==> config.mk <==
export PLATFORM = sky130hd
export DESIGN_NAME = dwell_timer_bank_flat
export DESIGN_NICKNAME = d
export VERILOG_FILES = /design/src/rtl/dwell_timer_pkg.sv /design/src/rtl/dwell_timer_bank_if.sv /design/src/rtl/dwell_timer_ch.sv /design/src/rtl/dwell_timer_bank.sv /design/src/flat_wrapper.sv
export SDC_FILE = /design/constraint.sdc
export NUM_CORES = 1
export LEC_CHECK = 0
export ABC_CLOCK_PERIOD_IN_PS = 8900
export CAP_MARGIN = 15
export CORE_UTILIZATION = 61
export CTS_CLUSTER_DIAMETER = 60
export DETAILED_ROUTE_END_ITERATION = 16
export MAX_ROUTING_LAYER = met4
export PLACE_DENSITY_LB_ADDON = 0.25
export SETUP_SLACK_MARGIN = 0.2
export SLEW_MARGIN = 20
export SYNTH_ARGS = -nofsm -noshare
export SYNTH_HDL_FRONTEND = slang
export SYNTH_SLANG_ARGS = --single-unit
==> constraint.sdc <==
create_clock -name clk -period 8.9 [get_ports clk]
set_clock_uncertainty 0.2 [all_clocks]
set_input_delay 2.225 -clock clk [delete_from_list [all_inputs] [get_ports clk]]
set_output_delay 2.225 -clock clk [all_outputs]
set_load 0.02 [all_outputs]
==> src/rtl/dwell_timer_pkg.sv <==
// Shared types and constants for the dwell/timeout counter bank.
package dwell_timer_pkg;

    typedef enum logic [1:0] {
        ST_IDLE = 2'b00,
        ST_RUN  = 2'b01,
        ST_DONE = 2'b11
    } state_t;

    localparam logic MODE_ONESHOT  = 1'b0;
    localparam logic MODE_PERIODIC = 1'b1;

    // Channel-select width; a single channel still needs a 1-bit field.
    function automatic int unsigned ch_width(input int unsigned n);
        return (n > 1) ? $clog2(n) : 1;
    endfunction

endpackage

==> src/rtl/dwell_timer_bank_if.sv <==
// Control/status bundle between the paint engine and the dwell timer bank.
interface dwell_timer_bank_if
    import dwell_timer_pkg::*;
#(
    parameter int unsigned NCH   = 4,
    parameter int unsigned CNT_W = 24
) ();

    localparam int unsigned CH_W = ch_width(NCH);

    logic [NCH-1:0]   start;
    logic [NCH-1:0]   abort;
    logic [NCH-1:0]   mode;
    logic             tc_we;
    logic [CH_W-1:0]  tc_ch;
    logic [CNT_W-1:0] tc_data;
    logic [NCH-1:0]   busy;
    logic [NCH-1:0]   done;
    logic [NCH-1:0]   tick;
    logic [NCH-1:0]   clr_out;

    modport master (
        output start, abort, mode, tc_we, tc_ch, tc_data,
        input  busy, done, tick, clr_out
    );

    modport slave (
        input  start, abort, mode, tc_we, tc_ch, tc_data,
        output busy, done, tick, clr_out
    );

endinterface

==> src/rtl/dwell_timer_ch.sv <==
// One dwell timer channel: IDLE/RUN/DONE control, counter, programmable
// terminal count and the shadow copy used by the count in progress.
module dwell_timer_ch
    import dwell_timer_pkg::*;
#(
    parameter int unsigned CNT_W      = 24,
    parameter int unsigned DEFAULT_TC = 5000000
) (
    input  logic             clk,
    input  logic             rst,
    input  logic             start,
    input  logic             abort,
    input  logic             mode,
    input  logic             tc_we,
    input  logic [CNT_W-1:0] tc_data,
    output logic             busy,
    output logic             done,
    output logic             tick,
    output logic             clr_out
);

    localparam logic [CNT_W-1:0] TC_RST = CNT_W'(DEFAULT_TC);

    state_t           state, state_n;
    logic [CNT_W-1:0] cnt, cnt_n;
    logic [CNT_W-1:0] tc_reg, tc_reg_n;
    logic [CNT_W-1:0] active_tc, active_tc_n;
    logic [CNT_W-1:0] tc_sel;
    logic             mode_q, mode_n;
    logic             tick_q, tick_n;

    always_ff @(posedge clk) begin
        if (rst) begin
            state     <= ST_IDLE;
            cnt       <= '0;
            tc_reg    <= TC_RST;
            active_tc <= TC_RST;
            mode_q    <= MODE_ONESHOT;
            tick_q    <= 1'b0;
        end else begin
            state     <= state_n;
            cnt       <= cnt_n;
            tc_reg    <= tc_reg_n;
            active_tc <= active_tc_n;
            mode_q    <= mode_n;
            tick_q    <= tick_n;
        end
    end

    // A write coinciding with start is seen by that start (write-through).
    assign tc_sel = tc_we ? tc_data : tc_reg;

    always_comb begin
        state_n     = state;
        cnt_n       = cnt;
        tc_reg_n    = tc_we ? tc_data : tc_reg;
        active_tc_n = active_tc;
        mode_n      = mode_q;
        tick_n      = 1'b0;
        if (abort) begin
            state_n = ST_IDLE;
            cnt_n   = '0;
        end else if (start) begin
            state_n     = ST_RUN;
            cnt_n       = '0;
            active_tc_n = (tc_sel == '0) ? CNT_W'(1) : tc_sel;
            mode_n      = mode;
        end else if (state == ST_RUN) begin
            if (cnt == active_tc - CNT_W'(1)) begin
                tick_n = 1'b1;
                if (mode_q == MODE_PERIODIC) begin
                    cnt_n = '0;
                end else begin
                    state_n = ST_DONE;
                end
            end else begin
                cnt_n = cnt + CNT_W'(1);
            end
        end
    end

    always_comb begin
        busy    = (state == ST_RUN);
        done    = (state == ST_DONE);
        clr_out = (state == ST_IDLE);
        tick    = tick_q;
    end

endmodule

==> src/rtl/dwell_timer_bank.sv <==
// Bank of independent dwell/timeout channels; decodes the terminal-count
// write address and slices the per-channel bus bits.
module dwell_timer_bank
    import dwell_timer_pkg::*;
#(
    parameter int unsigned NCH        = 4,
    parameter int unsigned CNT_W      = 24,
    parameter int unsigned DEFAULT_TC = 5000000
) (
    input logic               clk,
    input logic               rst,
    dwell_timer_bank_if.slave bus
);

    localparam int unsigned CH_W = ch_width(NCH);

    logic [NCH-1:0] busy_v;
    logic [NCH-1:0] done_v;
    logic [NCH-1:0] tick_v;
    logic [NCH-1:0] clr_v;

    for (genvar i = 0; i < NCH; i++) begin : g_ch
        logic we;

        // Addresses at or beyond NCH match no channel and are dropped.
        assign we = bus.tc_we && (bus.tc_ch == CH_W'(i));

        dwell_timer_ch #(
            .CNT_W      (CNT_W),
            .DEFAULT_TC (DEFAULT_TC)
        ) u_ch (
            .clk     (clk),
            .rst     (rst),
            .start   (bus.start[i]),
            .abort   (bus.abort[i]),
            .mode    (bus.mode[i]),
            .tc_we   (we),
            .tc_data (bus.tc_data),
            .busy    (busy_v[i]),
            .done    (done_v[i]),
            .tick    (tick_v[i]),
            .clr_out (clr_v[i])
        );
    end

    assign bus.busy    = busy_v;
    assign bus.done    = done_v;
    assign bus.tick    = tick_v;
    assign bus.clr_out = clr_v;

endmodule

==> src/flat_wrapper.sv <==
// flat-port wrapper written by rule: the top's interface ports become plain ports
module dwell_timer_bank_flat import dwell_timer_pkg::*;
#(
    parameter int unsigned NCH        = 4,
    parameter int unsigned CNT_W      = 24,
    parameter int unsigned DEFAULT_TC = 5000000
)
  (clk, rst, bus_start, bus_abort, bus_mode, bus_tc_we, bus_tc_ch, bus_tc_data, bus_busy, bus_done, bus_tick, bus_clr_out);
  dwell_timer_bank_if #(.NCH(NCH), .CNT_W(CNT_W)) bus_i ();
  input logic clk;
  input logic rst;
  input wire logic [$bits(bus_i.start)-1:0] bus_start;
  input wire logic [$bits(bus_i.abort)-1:0] bus_abort;
  input wire logic [$bits(bus_i.mode)-1:0] bus_mode;
  input wire logic [$bits(bus_i.tc_we)-1:0] bus_tc_we;
  input wire logic [$bits(bus_i.tc_ch)-1:0] bus_tc_ch;
  input wire logic [$bits(bus_i.tc_data)-1:0] bus_tc_data;
  output wire logic [$bits(bus_i.busy)-1:0] bus_busy;
  output wire logic [$bits(bus_i.done)-1:0] bus_done;
  output wire logic [$bits(bus_i.tick)-1:0] bus_tick;
  output wire logic [$bits(bus_i.clr_out)-1:0] bus_clr_out;
  assign bus_i.start = bus_start;
  assign bus_i.abort = bus_abort;
  assign bus_i.mode = bus_mode;
  assign bus_i.tc_we = bus_tc_we;
  assign bus_i.tc_ch = bus_tc_ch;
  assign bus_i.tc_data = bus_tc_data;
  assign bus_busy = bus_i.busy;
  assign bus_done = bus_i.done;
  assign bus_tick = bus_i.tick;
  assign bus_clr_out = bus_i.clr_out;
  dwell_timer_bank #(.NCH(NCH), .CNT_W(CNT_W), .DEFAULT_TC(DEFAULT_TC)) u_core (.clk(clk), .rst(rst), .bus(bus_i));
endmodule
==> metrics <==
syn nets 2000; WL/cell 18.6 µm; Starting DRT DRC Count 1587; crit-path cells or4_4, or4_1, or3_1, or4_4, a2111oi_4, nand4_2, nand2_1, nor2_1; via count of the first global-routing pass 13300; Design Power 3.02 mW; Setup crit end kind register; Critical Path Max Stage Delay 0.67 ns; Syn Area/Cell 8.29 µm²; RSZ-0062 raised after global routing no; largest net degree at the start of global routing 75; area of placed instances 16700 µm²; Reg area 6090 µm²; Multi-input gate area 9450 µm²; DR DRC count 0; cts hold-fix bufs 0; minimum clock period 4.68 ns; WHS 0.285 ns; Worst-Margin Slew 0.969 ns; Clock Sinks 304; Ys Warns 0; Max FO, Critical Path 27; worst hold path class register to register; Die W 165 µm; slowest stage cell on the critical path nand4_2; Row Count 59; Final ANT Viol Nets 0; antenna violations before repair 1; outcome completed; I/O Buffers 56; Peak Freq 0.214 GHz; core box area 26100 µm²; Layout area overhead 10.0%; Post-Route Utilization 0.683; via count 14800; Avg Vias per Cell 6.47; First-pass DRT Iterations 8; fraction of registers with async set or reset after synthesis 0; Cells after DPL 2232; Final Cell Area 17800 µm²; P per Cell Area 170 nW/µm²; Final Cycle Share 0.526; hpwl dp 30.8 mm; leakage 6.38 nW; final hold vios 0; Initial Util 0.620; wire length of the first global-routing pass 67.5 mm; Clock Tree Root clkbuf_16; Req. time, crit path 9.14 ns; total setup buffers inserted after CTS 0; cell mode on critical path or4_4; crit path DAT 4.92 ns; Max Transition Viols Final 0; Total Routed Length 42.4 mm; Chip Height 165 µm; max cap viols 0; register bit total from synthesis 304; clock slew at reported path FFs 0.06 ns; worst skew pair latency 0.57 ns; die area 27200 µm²; Placer Congestion 0.956; Max Buffers Root-to-Sink 3; grt total ovfl 0; WS Path Type register to register; fin nets 1979; H-tree depth 1; total track usage 0.316; Setup TNS Final 0 ns; Fill cells 2147; Slew headroom 0.352; Unique masters post-synth 74; VDD IR max 0.186 mV; CTS tree yes; slack of the critical path 4.22 ns; Top FF cell, synth dfxtp_1; post-CTS sizing 0; Num CTS Buffers 31; Finished Layout Cells 2288; final setup fails 0; # IOs 57; layout cells sized above 1 0.0502; Synth Cell Area 16200 µm²; Post-synth EDFFs 0; worst slack, placed 3.99 ns; CP Launch Type register; post-synthesis sequential area ratio 0.376; cells after synthesis 1951
==> per-layer routing <==
| metal | vias to the layer above | routed length [µm] | track usage |
|---|---|---|---|
| met5 | - | 0 | - |
| met4 | 0 | 684 | 0.0642 |
| met3 | 71 | 3230 | 0.0437 |
| met2 | 515 | 19100 | 0.493 |
| met1 | 7064 | 19400 | 0.436 |
| li1 | 7146 | - | - |
==> where the power goes <==
group          switching, mW  leakage (nW)  total (mW)  internal (mW)
Combinational          0.153          3.40       0.254          0.100
Sequential            0.0391          2.47        1.43           1.39
Clock                  0.551         0.507        1.33          0.783
Total                  0.743          6.38        3.02           2.28
==> cell usage after synthesis (all sizes together) (4+ instances only) <==
cell | instances | area share
a221oi | 7 | 0.0038
nor3b | 10 | 0.0046
o311ai | 5 | 0.0027
or2 | 9 | 0.0035
nand4 | 44 | 0.017
a211o | 40 | 0.022
a211oi | 7 | 0.0032
or3 | 57 | 0.022
o211a | 4 | 0.0025
clkbuf | 97 | 0.023
nor3 | 54 | 0.017
a31oi | 15 | 0.0058
o31ai | 45 | 0.021
nor2 | 175 | 0.041
mux2i | 114 | 0.071
nand3 | 65 | 0.020
or4b | 4 | 0.0025
inv | 30 | 0.0070
a2111oi | 4 | 0.0033
nand2b | 56 | 0.022
nor4b | 9 | 0.0049
xor2 | 46 | 0.025
nand4b | 4 | 0.0022
and3 | 28 | 0.011
o21bai | 4 | 0.0019
a21oi | 99 | 0.031
buf | 30 | 0.012
nand3b | 19 | 0.0088
a21o | 6 | 0.0028
o32ai | 4 | 0.0022
o21ai | 104 | 0.032
and2 | 17 | 0.0066
nand2 | 158 | 0.037
and4 | 14 | 0.0076
nor2b | 14 | 0.0054
o211ai | 6 | 0.0028
xnor2 | 60 | 0.032
nor4 | 73 | 0.029
o22ai | 5 | 0.0019
o2111ai | 6 | 0.0032
ha | 8 | 0.0062
dfxtp | 304 | 0.38
or4 | 62 | 0.029
==> cell type report <==
class                      instances  share of cell area
inverter                          31             0.00654
multi-input combinational       1489               0.531
timing repair buffer              73              0.0385
antenna                            1            0.000141
tap                              335              0.0236
sequential                       304               0.342
clock buffer                      38              0.0473
clock inverter                    17              0.0110
==> critical path: cells and delay by family, from the launching register on <==
family,cells,cell delay [ns]
compound gates,1,0.53
flops,1,0.39
simple gates,7,3.41
==> final timing paths <==
path / from / endpoint / slack, ns / depth (start not counted)
setup / recovery: u_core.g_ch[2].u_ch.active_tc[6]$_SDFFE_PP1P_ / u_core.g_ch[2].u_ch.cnt[2]$_SDFFE_PP0P_ / 4.22 / 8
hold / removal: u_core.g_ch[2].u_ch.active_tc[23]$_SDFFE_PP0P_ / u_core.g_ch[2].u_ch.active_tc[23]$_SDFFE_PP0P_ / 0.28 / 2
setup reg to reg: u_core.g_ch[2].u_ch.active_tc[6]$_SDFFE_PP1P_ / u_core.g_ch[2].u_ch.cnt[2]$_SDFFE_PP0P_ / 4.22 / 8
hold reg to reg: u_core.g_ch[2].u_ch.active_tc[23]$_SDFFE_PP0P_ / u_core.g_ch[2].u_ch.active_tc[23]$_SDFFE_PP0P_ / 0.28 / 2
==> layout by cell type, fill, tap and decap left out, drive strengths merged, types with 54 or more instances in the layout <==
cell type / n
xnor2: 60
dfxtp: 304
clkdlybuf4s50: 55
or4: 62
mux2i: 114
nand2: 158
nand3: 65
nor4: 73
nor2: 175
o21ai: 104
a21oi: 99
or3: 57
nand2b: 56
nor3: 54
==> kinds of logic after synthesis <==
group | count (synthesis) | synth area share
AOI/OAI and AO/OA | 380 | 0.152
muxes | 117 | 0.0727
and+or+nand+nor | 878 | 0.294
DFF | 304 | 0.376
buffers and inverters | 158 | 0.0416
adders and majority gates | 8 | 0.00619
xor gates and xnor gates | 106 | 0.0574
Power figures use the tool's default switching activity.
